`src/rtl/alu_op_sequencer.sv`:
```
// Multi-cycle sequencer: accepts 16-bit instructions, reads a 16x32 register file,
// drives the ALU opcode/operand interface for one cycle and writes the result back.
module alu_op_sequencer #(
  parameter int DATA_W = 32,
  parameter int NREGS  = 16
) (
  input  logic              clk,
  input  logic              rst_n,
  input  logic              i_instr_valid,
  input  logic [15:0]       i_instr,
  output logic              o_instr_ready,
  output logic [3:0]        o_alu_opcode,
  output logic [DATA_W-1:0] o_alu_a,
  output logic [DATA_W-1:0] o_alu_b,
  output logic              o_alu_go,
  input  logic [DATA_W-1:0] i_alu_result,
  output logic              o_wb_valid,
  output logic [3:0]        o_wb_addr,
  output logic [DATA_W-1:0] o_wb_data,
  output logic              o_illegal
);

  typedef enum logic [1:0] {
    S_IDLE,
    S_DECODE,
    S_EXEC,
    S_WB
  } state_t;

  localparam logic [3:0] OP_ADD = 4'b0000;
  localparam logic [3:0] OP_SUB = 4'b0001;
  localparam logic [3:0] OP_AND = 4'b0100;
  localparam logic [3:0] OP_OR  = 4'b0101;
  localparam logic [3:0] OP_XOR = 4'b0110;
  localparam logic [3:0] OP_NOR = 4'b0111;
  localparam logic [3:0] OP_LDI = 4'b1000;

  state_t              r_state;
  state_t              w_next;
  logic [15:0]         r_instr;
  logic [DATA_W-1:0]   r_regs [NREGS];
  logic [3:0]          r_aluOpcode;
  logic [DATA_W-1:0]   r_aluA;
  logic [DATA_W-1:0]   r_aluB;
  logic [3:0]          r_wbAddr;
  logic [DATA_W-1:0]   r_wbData;

  logic [3:0]          w_op;
  logic [3:0]          w_rd;
  logic [3:0]          w_rs;
  logic [3:0]          w_rt;
  logic                w_isAlu;
  logic                w_isLdi;
  logic                w_illegal;
  logic [DATA_W-1:0]   w_rsData;
  logic [DATA_W-1:0]   w_rtData;

  assign w_op = r_instr[15:12];
  assign w_rd = r_instr[11:8];
  assign w_rs = r_instr[7:4];
  assign w_rt = r_instr[3:0];

  always_comb begin
    w_isAlu = 1'b0;
    case (w_op)
      OP_ADD, OP_SUB, OP_AND, OP_OR, OP_XOR, OP_NOR: w_isAlu = 1'b1;
      default:                                       w_isAlu = 1'b0;
    endcase
  end

  assign w_isLdi = (w_op == OP_LDI);

  // r0 is hardwired to zero on the read side; its storage is never written.
  assign w_rsData = (w_rs == 4'd0) ? '0 : r_regs[w_rs];
  assign w_rtData = (w_rt == 4'd0) ? '0 : r_regs[w_rt];

  always_ff @(posedge clk or negedge rst_n) begin
    if (!rst_n) begin
      r_state <= S_IDLE;
    end else begin
      r_state <= w_next;
    end
  end

  always_comb begin
    w_next    = r_state;
    w_illegal = 1'b0;
    case (r_state)
      S_IDLE: begin
        if (i_instr_valid) begin
          w_next = S_DECODE;
        end
      end
      S_DECODE: begin
        if (w_isAlu) begin
          w_next = S_EXEC;
        end else if (w_isLdi) begin
          w_next = S_WB;
        end else begin
          w_illegal = 1'b1;
          w_next    = S_IDLE;
        end
      end
      S_EXEC:  w_next = S_WB;
      S_WB:    w_next = S_IDLE;
      default: w_next = S_IDLE;
    endcase
  end

  // ALU-facing registers only change when entering EXEC, so they hold outside it.
  always_ff @(posedge clk or negedge rst_n) begin
    if (!rst_n) begin
      r_instr     <= '0;
      r_aluOpcode <= '0;
      r_aluA      <= '0;
      r_aluB      <= '0;
      r_wbAddr    <= '0;
      r_wbData    <= '0;
      for (int i = 0; i < NREGS; i++) begin
        r_regs[i] <= '0;
      end
    end else begin
      case (r_state)
        S_IDLE: begin
          if (i_instr_valid) begin
            r_instr <= i_instr;
          end
        end
        S_DECODE: begin
          r_wbAddr <= w_rd;
          if (w_isAlu) begin
            r_aluOpcode <= w_op;
            r_aluA      <= w_rsData;
            r_aluB      <= w_rtData;
          end else if (w_isLdi) begin
            r_wbData <= {{(DATA_W-8){1'b0}}, w_rs, w_rt};
          end
        end
        S_EXEC: begin
          r_wbData <= i_alu_result;
        end
        S_WB: begin
          if (r_wbAddr != 4'd0) begin
            r_regs[r_wbAddr] <= r_wbData;
          end
        end
        default: begin
        end
      endcase
    end
  end

  assign o_instr_ready = (r_state == S_IDLE);
  assign o_alu_go      = (r_state == S_EXEC);
  assign o_wb_valid    = (r_state == S_WB);
  assign o_alu_opcode  = r_aluOpcode;
  assign o_alu_a       = r_aluA;
  assign o_alu_b       = r_aluB;
  assign o_wb_addr     = r_wbAddr;
  assign o_wb_data     = r_wbData;
  assign o_illegal     = w_illegal;

endmodule

```
`config.mk`:
```
export PLATFORM = sky130hd
export DESIGN_NAME = alu_op_sequencer
export DESIGN_NICKNAME = d
export VERILOG_FILES = /design/src/rtl/alu_op_sequencer.sv
export SDC_FILE = /design/constraint.sdc
export NUM_CORES = 1
export LEC_CHECK = 0
export CORE_AREA = 2 2 331 333
export DETAILED_ROUTE_END_ITERATION = 10
export DIE_AREA = 0 0 333 335
export HOLD_SLACK_MARGIN = 0.06
export PLACE_DENSITY = 0.52
export RECOVER_POWER = 100
export SLEW_MARGIN = 20
export SYNTH_ARGS = -nofsm -noshare
export SYNTH_HDL_FRONTEND = slang
export SYNTH_SLANG_ARGS = --single-unit
```
`constraint.sdc`:
```
create_clock -name clk -period 3.7 [get_ports clk]
set_input_delay 0.555 -clock clk [delete_from_list [all_inputs] [get_ports clk]]
set_output_delay 0.555 -clock clk [all_outputs]
set_load 0.01 [all_outputs]
```
# == Word-level counts from Yosys, hierarchy flattened ==
# Cells that the tools add are included.
# classes
add_sub_neg,0
shift,0
magnitude_cmp,4
n_reduce_logical,12
n_mux,22
n_bitwise,3
multipliers,0
eq_ne,12
div_mod_pow,0
# ops
cell,count
512-bit bitwise mux,1
32-bit two-way mux,9
32-bit binary-select mux with 4-bit select,2
32-bit demux with 4-bit select,1
32-bit case mux with 2 select lines,1
"4-bit by 3-bit equality test with 1-bit output, second input constant",4
"5-bit >= comparator, second input constant",3
4-bit inverter with 5-bit output,3
4-bit logical NOT,3
2-bit case mux with 4 select lines,1
2-bit two-way mux,3
"2-bit != test, second input constant",3
2-bit AND reduction,3
6-bit OR reduction,1
"5-bit by 1-bit < comparator with 1-bit output, second input constant",1
"2-bit equality test, second input constant",2
"4-bit by 1-bit equality test with 1-bit output, second input constant",1
"4-bit equality test, second input constant",1
1-bit two-way mux,4
4-bit nonzero test,1
3-bit AND reduction,1
"2-bit by 1-bit equality test with 1-bit output, second input constant",1
2-bit logical NOT,1
2-bit nonzero test,1
1-bit logical AND,1
# word_totals
wordCells,76
romBits,0
input_bits,51
mem_count,0
ram_bits,0
latch_bits,0
regBits,634

# == Longest topological paths before layout ==
# Gate-level depths: netlist of run 1.
# logic_depth
word_depth,6
mapped_depth,10
depth_no_buf,6

# == Least setup slack after synthesis of run 1 ==
# Ideal clock, no wire load.
# synth_path
path_kind,register to register
from,register r_state[0]
to,register r_regs[385] (netlist name)
t_arrival_ps,1735
setup_time_ps,125
path_stages_with_launch,7
path_slack_ps,1840
required_ps,3575
cell_sequence,dfrtp_1 -> ha_1 -> nor3b_2 -> and3_1 -> clkbuf_2 -> buf_2 -> mux2_2
# synth_between
elab_chain_len,2
# synth_lines
element,line_no,source
start: declaration,38,state_t r_state;
start signal: assignment,81,r_state <= w_next;
2-bit equality test,n/a,
net o_wb_valid,17,"output logic o_wb_valid,"
2-bit AND reduction (no line),n/a,
end signal: indexed assignment,144,r_regs[r_wbAddr] <= r_wbData;
end: declaration,41,logic [DATA_W-1:0] r_regs [NREGS];
# The timed path passes the listed nets, and every way through them passes these cells.
# A chain may end at the register's enable or synchronous reset.

# == Worst setup path after layout of run 1 ==
# layout_path
from,register r_state[0]
to,register r_regs[308] (netlist name)
# layout_between
elab_chain_len,2
# layout_lines
element,line_no,source
2-bit equality test,123,case (r_state)
2-bit AND reduction (no line),n/a,
# Every way passes these cells.

==> results of run 1 <==
through the flow:
stage / total power [mW] / hold WS [ps]
global route: 35.4 / 410
detailed placement: 26.5 / 383
finish: 33.4 / 393
global placement: 26.0 / 376
floorplan: 21.2 / 259
CTS: 34.5 / 395
where the power goes:
part / leakage, nW / total, mW / switching, mW / internal (mW)
sequential: 8.59 / 12.4 / 2.75 / 9.62
combinational: 7.10 / 13.2 / 6.76 / 6.47
clock: 1.29 / 7.84 / 3.07 / 4.78
area by class of cell:
type	instances	area [µm²]
repair buffers	234	2420
clock buffers	116	2290
well taps	1414	1770
flip-flops and latches	634	15900
multi-input cells	1360	14500
clock inverters	20	359
inverters	3	11.3
fillers	10518	70900
sequential cells by signal (all words and copies together), names as in the netlist, named ones only:
register,flops
r_regs,512
o_alu_a,32
o_alu_b,32
o_wb_data,32
r_instr,16
o_alu_opcode,4
o_wb_addr,4
r_state,1
cells in the mapped netlist (all sizes together):
cell type  instances  area (µm²)
dfrtp            634       15900
mux2             503        6000
mux2i            328        3280
a22oi            128         961
mux4             128        2880
buf              127         992
clkbuf           118         467
o21ai             99         495
a32oi             64         561
nand2             60         225
nor2              11        41.3
nand2b             7        53.8
nor2b              5        31.3
or3                5        41.3
ha                 4        50.1
and2               3        18.8
inv                3        11.3
nand3b             3        22.5
nor3b              3        27.5
a21oi              2        10.0
nor3               2        10.0
a2bb2oi            1        8.76
a41oi              1        8.76
and3               1        6.26
nand3              1        5.00
nor4b              1        8.76
metal layers:
layer / part of all wire / routed length, µm / GRT usage / up-vias
met5: 0 / 0 / 0 / -
met4: 0.030 / 2970 / 0.0606 / 0
met3: 0.048 / 4790 / 0.0291 / 166
met2: 0.48 / 48000 / 0.297 / 521
met1: 0.44 / 43600 / 0.234 / 10675
li1: - / - / - / 8591
worst max-delay path, cell delays in order (launching register included):
cell      delay [ps]
dfrtp_1          440
ha_1             270
nand3b_1         180
nor2_2          1100
clkbuf_1         670
mux2_2           410
cell families after synthesis:
logic type / count (synthesis) / synth area share
compound gates: 295 / 0.0637
fa+ha+maj: 4 / 0.00156
buf+inv: 248 / 0.0458
flops: 634 / 0.494
mux: 959 / 0.379
simple gates: 102 / 0.0153
layout by cell type (no fill, tap or decap), types with 3 or more instances in the layout:
cell type | netlist | layout
a22oi_1 | 128 | 128
a32oi_1 | 64 | 64
buf_12 | 6 | 26
buf_4 | 23 | 30
bufinv_16 | 0 | 7
clkbuf_1 | 111 | 25
clkbuf_16 | 0 | 76
clkbuf_2 | 1 | 11
clkbuf_8 | 0 | 24
clkdlybuf4s50_1 | 0 | 49
clkinv_2 | 0 | 4
clkinv_8 | 0 | 4
dfrtp_1 | 634 | 628
dfrtp_4 | 0 | 4
dlygate4sd3_1 | 0 | 109
ha_1 | 4 | 3
inv_1 | 3 | 3
mux2_1 | 3 | 91
mux2_2 | 410 | 410
mux2i_1 | 328 | 328
mux4_2 | 128 | 128
nand2_1 | 60 | 60
nand2b_1 | 5 | 6
nand3b_1 | 3 | 3
nor2_1 | 11 | 8
nor2b_4 | 0 | 4
o21ai_0 | 38 | 95
o21ai_1 | 61 | 4
how the worst max path moves through the flow:
stage / startpoint / to / slack, ps / depth (start not counted)
floorplan: r_state[0] / r_regs[385] / 1840 / 6
finish: r_state[0] / r_regs[308] / 480 / 5
global placement: r_state[0] / r_regs[233] / 980 / 5
global route: r_state[0] / r_regs[310] / 300 / 5
CTS: flop / o_illegal / 610 / 5
detailed placement: r_state[0] / r_regs[232] / 910 / 5
timing repair:
item,4_1_cts,5_1_grt
hold buffers,1,0
endpoints found under the setup margin,0,0
resized for setup,0,0
hold endpoints to repair,66,0
==> out/summary.txt, run 1 <==
reg2reg path depth: 5
failing checks: capacitance limit, slew limit
crit path max fanout: 17
post-route cell area: 37200 µm²
Tcrit/Tclk final: 0.871
port bufs: 158
Placed Cells: 3644
total negative slack: 0 ps
Die Wd: 333 µm
Clock transition at path regs: 60 ps
pins over their slew limit: 152
total track usage: 0.178
Mean Syn Cell Area: 14.3 µm²
Peak Freq: 0.310 GHz
share of layout cells above drive strength 1: 0.317
Synth-to-Final Area Change: 15.9%
Slew @ Worst Pin: 2610 ps
Clk Latency, worst-skew pair: 640 ps
YS warnings: 0
root buf cell: clkbuf_16
Post-Syn Area: 32100 µm²
CTS tree: yes
MaxCap Viol Count: 8
routed length per instance: 26.3 µm
Hold Path Class: flop to flop
# rows: 121
Die ar.: 112000 µm²
Pwr Density: 899 nW/µm²
Core ar.: 108000 µm²
grt total ovfl: 0
first-pass GRT wire length: 148000 µm
Slew headroom: -0.738
vias in the first global route: 21669
initial antenna violation count: 4
CP Capture Type: flop
deepest clock path buffer count: 3
# clock sinks: 634
Worst Setup Path Type: flop to flop
run status: complete, but fails checks
r2r setup slk: 480 ps
Non-Filler Instances: 3781
io pins: 159
Post-DP HPWL: 60900 µm
FF-to-FF End: r_regs[308]
dpl cell area: 35100 µm²
Hold Path Depth: 0
H-tree depth: 3
CP required: 4210 ps
Pre-antenna DRT Iters: 5
dpl ws: 913 ps
Antenna Nets Post-Route: 0
worst hold path endpoint: r_regs[490]
Post-Route Skew: 24.7 ps
nets@finish: 2364
Starting Density: 0.297
1st-iter DRT viols: 1142
RSZ-0062 raised after global routing: false
final worst slack: 477 ps
Residual DRC: 0
cts bufs inserted: 76
Cell variety after synth: 39
worst endpoint data arrival time: 3730 ps
post-synthesis register bit count: 634
DR vias/cell: 5.28
min Tclk post-route: 3220 ps
net count after synthesis: 2297
DR vias: 19953
wirelength, routed: 99300 µm
Fin. Hold Viols: 0
# diodes: 0
routability congestion estimate: 0.774
Post-Synthesis Cells: 2242
largest net degree at the start of global routing: 81
Final Core Density: 0.344
leakage: 17.0 nW
register area share after synthesis: 0.494
Die Y: 335 µm
final setup violating endpoints: 0
Reg-to-Reg Start: r_state[0]
crit start category: flop
VDD IR max: 0.000434 V
hold_sp: r_regs[490]
Post-CTS Setup Bufs: 0
Note: power is estimated with default switching activity, not from simulation.
==> inputs of run 2 (changes only) <==
--- a/config.mk
+++ b/config.mk
@@ -11,6 +11,7 @@
 export HOLD_SLACK_MARGIN = 0.06
 export PLACE_DENSITY = 0.52
 export RECOVER_POWER = 100
+export REMOVE_ABC_BUFFERS = 1
 export SLEW_MARGIN = 20
 export SYNTH_ARGS = -nofsm -noshare
 export SYNTH_HDL_FRONTEND = slang
==> out/summary.txt, run 2 (synthesis results as in run 1) <==
run status: complete, but fails checks
failing checks: capacitance limit, slew limit
Pwr Density: 892 nW/µm²
Slew headroom: -0.380
vias in the first global route: 21560
Synth-to-Final Area Change: 15.5%
Die ar.: 112000 µm²
1st-iter DRT viols: 1645
VDD IR max: 0.000600 V
Slew @ Worst Pin: 2070 ps
max reg flops: 512
dpl ws: 981 ps
Most flops, register: r_regs
Fin. Hold Viols: 0
GR Util met2: 0.285
met1 usage: 0.234
# rows: 121
DR vias: 19922
cts bufs inserted: 72
RSZ-0062 raised after global routing: false
fillers: 10516
total track usage: 0.174
first-pass GRT wire length: 145000 µm
worst path cell trace: ha_1, nand3b_1, nor2_2, clkbuf_1, mux2_2
# clock sinks: 634
min Tclk post-route: 3200 ps
Post-Route Skew: 30.4 ps
share of layout cells above drive strength 1: 0.319
GRT busiest layer: met2
Peak Freq: 0.312 GHz
MaxCap Viol Count: 9
Pre-antenna DRT Iters: 5
port bufs: 158
Bufs and invs on worst path: 1
worst endpoint data arrival time: 3710 ps
dpl cell area: 35000 µm²
CP Capture Type: flop
Antenna Nets Post-Route: 0
io pins: 159
deepest clock path buffer count: 3
Hold Path Class: flop to flop
wirelength, routed: 97600 µm
CP required: 4210 ps
grt total ovfl: 0
Tcrit/Tclk final: 0.865
routed length per instance: 25.9 µm
leading cell type in the layout, fill and taps excluded: dfrtp_1
Die Y: 335 µm
Clk Latency, worst-skew pair: 630 ps
CTS tree: yes
Seq pwr share: 0.381
largest net degree at the start of global routing: 101
routability congestion estimate: 0.754
commonest cells after routing, fill and taps aside: dfrtp_1, mux2_2, mux2i_1, mux4_2, a22oi_1
Residual DRC: 0
final worst slack: 498 ps
crit path max fanout: 15
r2r setup slk: 500 ps
P_sw: 12.4 mW
initial antenna violation count: 2
H-tree depth: 3
DR vias/cell: 5.29
pins over their slew limit: 198
overall power: 33.1 mW
critical path's largest stage delay: 1030 ps
combinational share of power: 0.388
leakage: 16.9 nW
Int Pwr: 20.7 mW
switching power share of the total: 0.375
Die Wd: 333 µm
Final Core Density: 0.343
met3 Usage GRT: 0.0322
CP max-delay cell: nor2_2
Core ar.: 108000 µm²
final setup violating endpoints: 0
root buf cell: clkbuf_16
Starting Density: 0.297
Post-DP HPWL: 59600 µm
Worst Setup Path Type: flop to flop
Post-CTS Setup Bufs: 0
nets@finish: 2352
CP top delay family: simple AND/OR/NAND/NOR gates
Hold WS: 391 ps
post-route cell area: 37100 µm²
post-cts gate resize count: 0
Clock Power Share: 0.231
Clock transition at path regs: 60 ps
crit start category: flop
==> run 2: final timing paths <==
kind	depth (start not counted)	start	end
worst max-delay path	5	r_state[0]	r_regs[206]
worst min-delay path	0	r_regs[509]	r_regs[509]
worst max register to register	5	r_state[0]	r_regs[206]
worst min register to register	0	r_regs[509]	r_regs[509]
max in group asynchronous	3	rst_n	o_wb_data[26]
min in group asynchronous	2	rst_n	o_wb_data[17]
==> run 2: power by group through the flow <==
stage	Clock [mW]	Sequential [mW]	Combinational, mW
final	7.64	12.6	12.8
after CTS	7.85	12.6	13.5
after detailed placement	0	12.7	13.5
after global routing	8.12	13.0	13.8
after floorplan	0	12.3	8.01
after global placement	0	12.5	13.3
==> run 2: layout make-up <==
| type | count | area [µm²] | area share |
|---|---|---|---|
| Antenna cell | 1 | 2.50 | 0.0000675 |
| Clock buffer | 108 | 2230 | 0.0602 |
| Clock inverter | 21 | 300 | 0.00810 |
| Inverter | 3 | 11.3 | 0.000304 |
| Multi-Input combinational cell | 1360 | 14500 | 0.392 |
| Sequential cell | 634 | 15900 | 0.429 |
| Tap cell | 1414 | 1770 | 0.0477 |
| Timing Repair Buffer | 226 | 2330 | 0.0629 |
==> run 2: timing repair <==
item / CTS / global route
endpoints found under the hold margin: 55 / 0
endpoints found under the setup margin: 0 / 0
hold buffers: 1 / 0
==> run 2: stage by stage <==
step | instances | setup TNS [ps]
after floorplan | 1997 | -261070
after global placement | 3636 | 0
after detailed placement | 3636 | 0
after CTS | 3766 | 0
after global routing | 3766 | 0
final | 3767 | 0
==> run 2: routing by layer <==
layer  up-vias  routed length [µm]
met4         0                2240
met1     10708               44300
met3       112                4630
met5         -                   0
met2       520               46500
li1       8582                   -
==> run 2: worst reg2reg max path: stages, from the launching register on <==
cell and delay (ps):
dfrtp_1 430, ha_1 250, nand3b_1 200, nor2_2 1030, clkbuf_1 750, mux2_2 420
==> inputs of run 3 (changes only) <==
--- a/config.mk
+++ b/config.mk
@@ -5,10 +5,11 @@
 export SDC_FILE = /design/constraint.sdc
 export NUM_CORES = 1
 export LEC_CHECK = 0
-export CORE_AREA = 2 2 331 333
+export CORE_AREA = 5 5 334 336
 export DETAILED_ROUTE_END_ITERATION = 10
-export DIE_AREA = 0 0 333 335
+export DIE_AREA = 0 0 339 341
 export HOLD_SLACK_MARGIN = 0.06
+export MAX_ROUTING_LAYER = met4
 export PLACE_DENSITY = 0.52
 export RECOVER_POWER = 100
 export REMOVE_ABC_BUFFERS = 1
==> out/summary.txt, run 3 (synthesis results as in run 1) <==
run status: complete, but fails checks
failing checks: capacitance limit, slew limit
Post-Route Skew: 31.3 ps
DR vias/cell: 5.32
dpl ws: 1160 ps
Residual DRC: 0
# clock sinks: 634
initial antenna violation count: 3
share of layout cells above drive strength 1: 0.316
commonest cells after routing, fill and taps aside: dfrtp_1, mux2_2, mux2i_1, mux4_2, a22oi_1
Placed Cells: 3627
Peak Freq: 0.311 GHz
RSZ-0062 raised after global routing: false
deepest clock path buffer count: 3
hold_sp: r_regs[503]
# rows: 121
VDD IR max: 0.000410 V
CP required: 3140 ps
MaxCap Viol Count: 13
post-cts gate resize count: 0
pins over their slew limit: 724
CP max-delay cell: ha_2
Core ar.: 108000 µm²
Most flops, register: r_regs
leading cell type in the layout, fill and taps excluded: dfrtp_1
root buf cell: clkbuf_16
CP top delay family: buffers and inverters
port bufs: 158
routed length per instance: 26.8 µm
H-tree depth: 3
largest net degree at the start of global routing: 128
Synth-to-Final Area Change: 15.0%
Slew @ Worst Pin: 1790 ps
final setup violating endpoints: 0
worst path cell trace: inv_1, ha_2, clkdlybuf4s50_1
crit start category: flop
final worst slack: 485 ps
Clk Latency, worst-skew pair: 630 ps
critical path's largest stage delay: 740 ps
Die Y: 341 µm
Seq. cell area: 15900 µm²
Die Wd: 339 µm
Pre-antenna DRT Iters: 5
Starting Density: 0.296
multi-input logic area: 14500 µm²
post-route cell area: 36900 µm²
nets@finish: 2345
Die ar.: 116000 µm²
first-pass GRT wire length: 150000 µm
Non-Filler Instances: 3766
routability congestion estimate: 0.755
Clock transition at path regs: 60 ps
leakage: 16.8 nW
worst endpoint data arrival time: 2660 ps
DR vias: 20048
Pwr Density: 895 nW/µm²
CP Capture Type: output pin
Slew headroom: -0.196
max reg flops: 512
Fin. Hold Viols: 0
fillers: 10478
Bufs and invs on worst path: 2
dpl cell area: 34900 µm²
cts bufs inserted: 74
Tcrit/Tclk final: 0.869
grt total ovfl: 0
Setup crit start: r_state[0]
Post-DP HPWL: 59200 µm
crit path max fanout: 20
1st-iter DRT viols: 1333
CTS tree: yes
Antenna Nets Post-Route: 0
wirelength, routed: 101000 µm
min Tclk post-route: 3210 ps
vias in the first global route: 21541
Worst Setup Path Type: flop to output pin
Hold Path Class: flop to flop
Reg-to-Reg Start: r_state[0]
io pins: 159
total negative slack: 0 ps
total track usage: 0.177
overall power: 33.0 mW
[run 3: final timing paths]
check | depth (start not counted) | to | slack (ps)
min reg2reg | 0 | r_regs[503] | 390
min | 0 | r_regs[503] | 390
max | 3 | o_alu_go | 490
min in group asynchronous | 2 | r_instr[4] | 410
max in group asynchronous | 3 | r_regs[98] | 1100
max reg2reg | 5 | r_regs[363] | 570
[run 3: worst reg2reg max path, delay by kind of cell, from the launching register on]
family / cells / cell delay (ps)
multiplexers: 1 / 390
flip-flops: 1 / 450
buffers and inverters: 1 / 510
adder cells (fa/ha/maj): 1 / 290
AND/OR/NAND/NOR: 2 / 1350
[run 3: final cells by class]
cell class / count / share of cell area
clock buffer: 110 / 0.0607
antenna: 3 / 0.000203
sequential: 634 / 0.431
clock inverter: 25 / 0.00743
inverter: 3 / 0.000305
timing repair buffer: 217 / 0.0590
tap: 1414 / 0.0479
multi-input combinational: 1360 / 0.394
[run 3: where the power goes]
group | internal (mW) | switching [mW]
clock network | 4.49 | 3.04
registers | 9.62 | 2.95
logic | 6.37 | 6.56
total | 20.5 | 12.5
[run 3: what timing repair did]
action | 4_1_cts | 5_1_grt
endpoints found under the hold margin | 38 | 0
buffers inserted | 0 | 0
hold buffers | 1 | 0
setup endpoints to repair | 0 | 0
[run 3: metrics by stage]
step	util	hold slack [ps]
after global routing	0.341	405
after CTS	0.345	397
final	0.341	392
after detailed placement	0.322	383
after floorplan	-	259
after global placement	0.322	376
[run 3: layer usage]
metal / GRT usage / part of all wire / vias up
met4: 0.0507 / 0.027 / 0
li1: - / - / 8550
met2: 0.277 / 0.47 / 586
met3: 0.0256 / 0.049 / 160
met1: 0.243 / 0.46 / 10752
met5: - / 0 / -
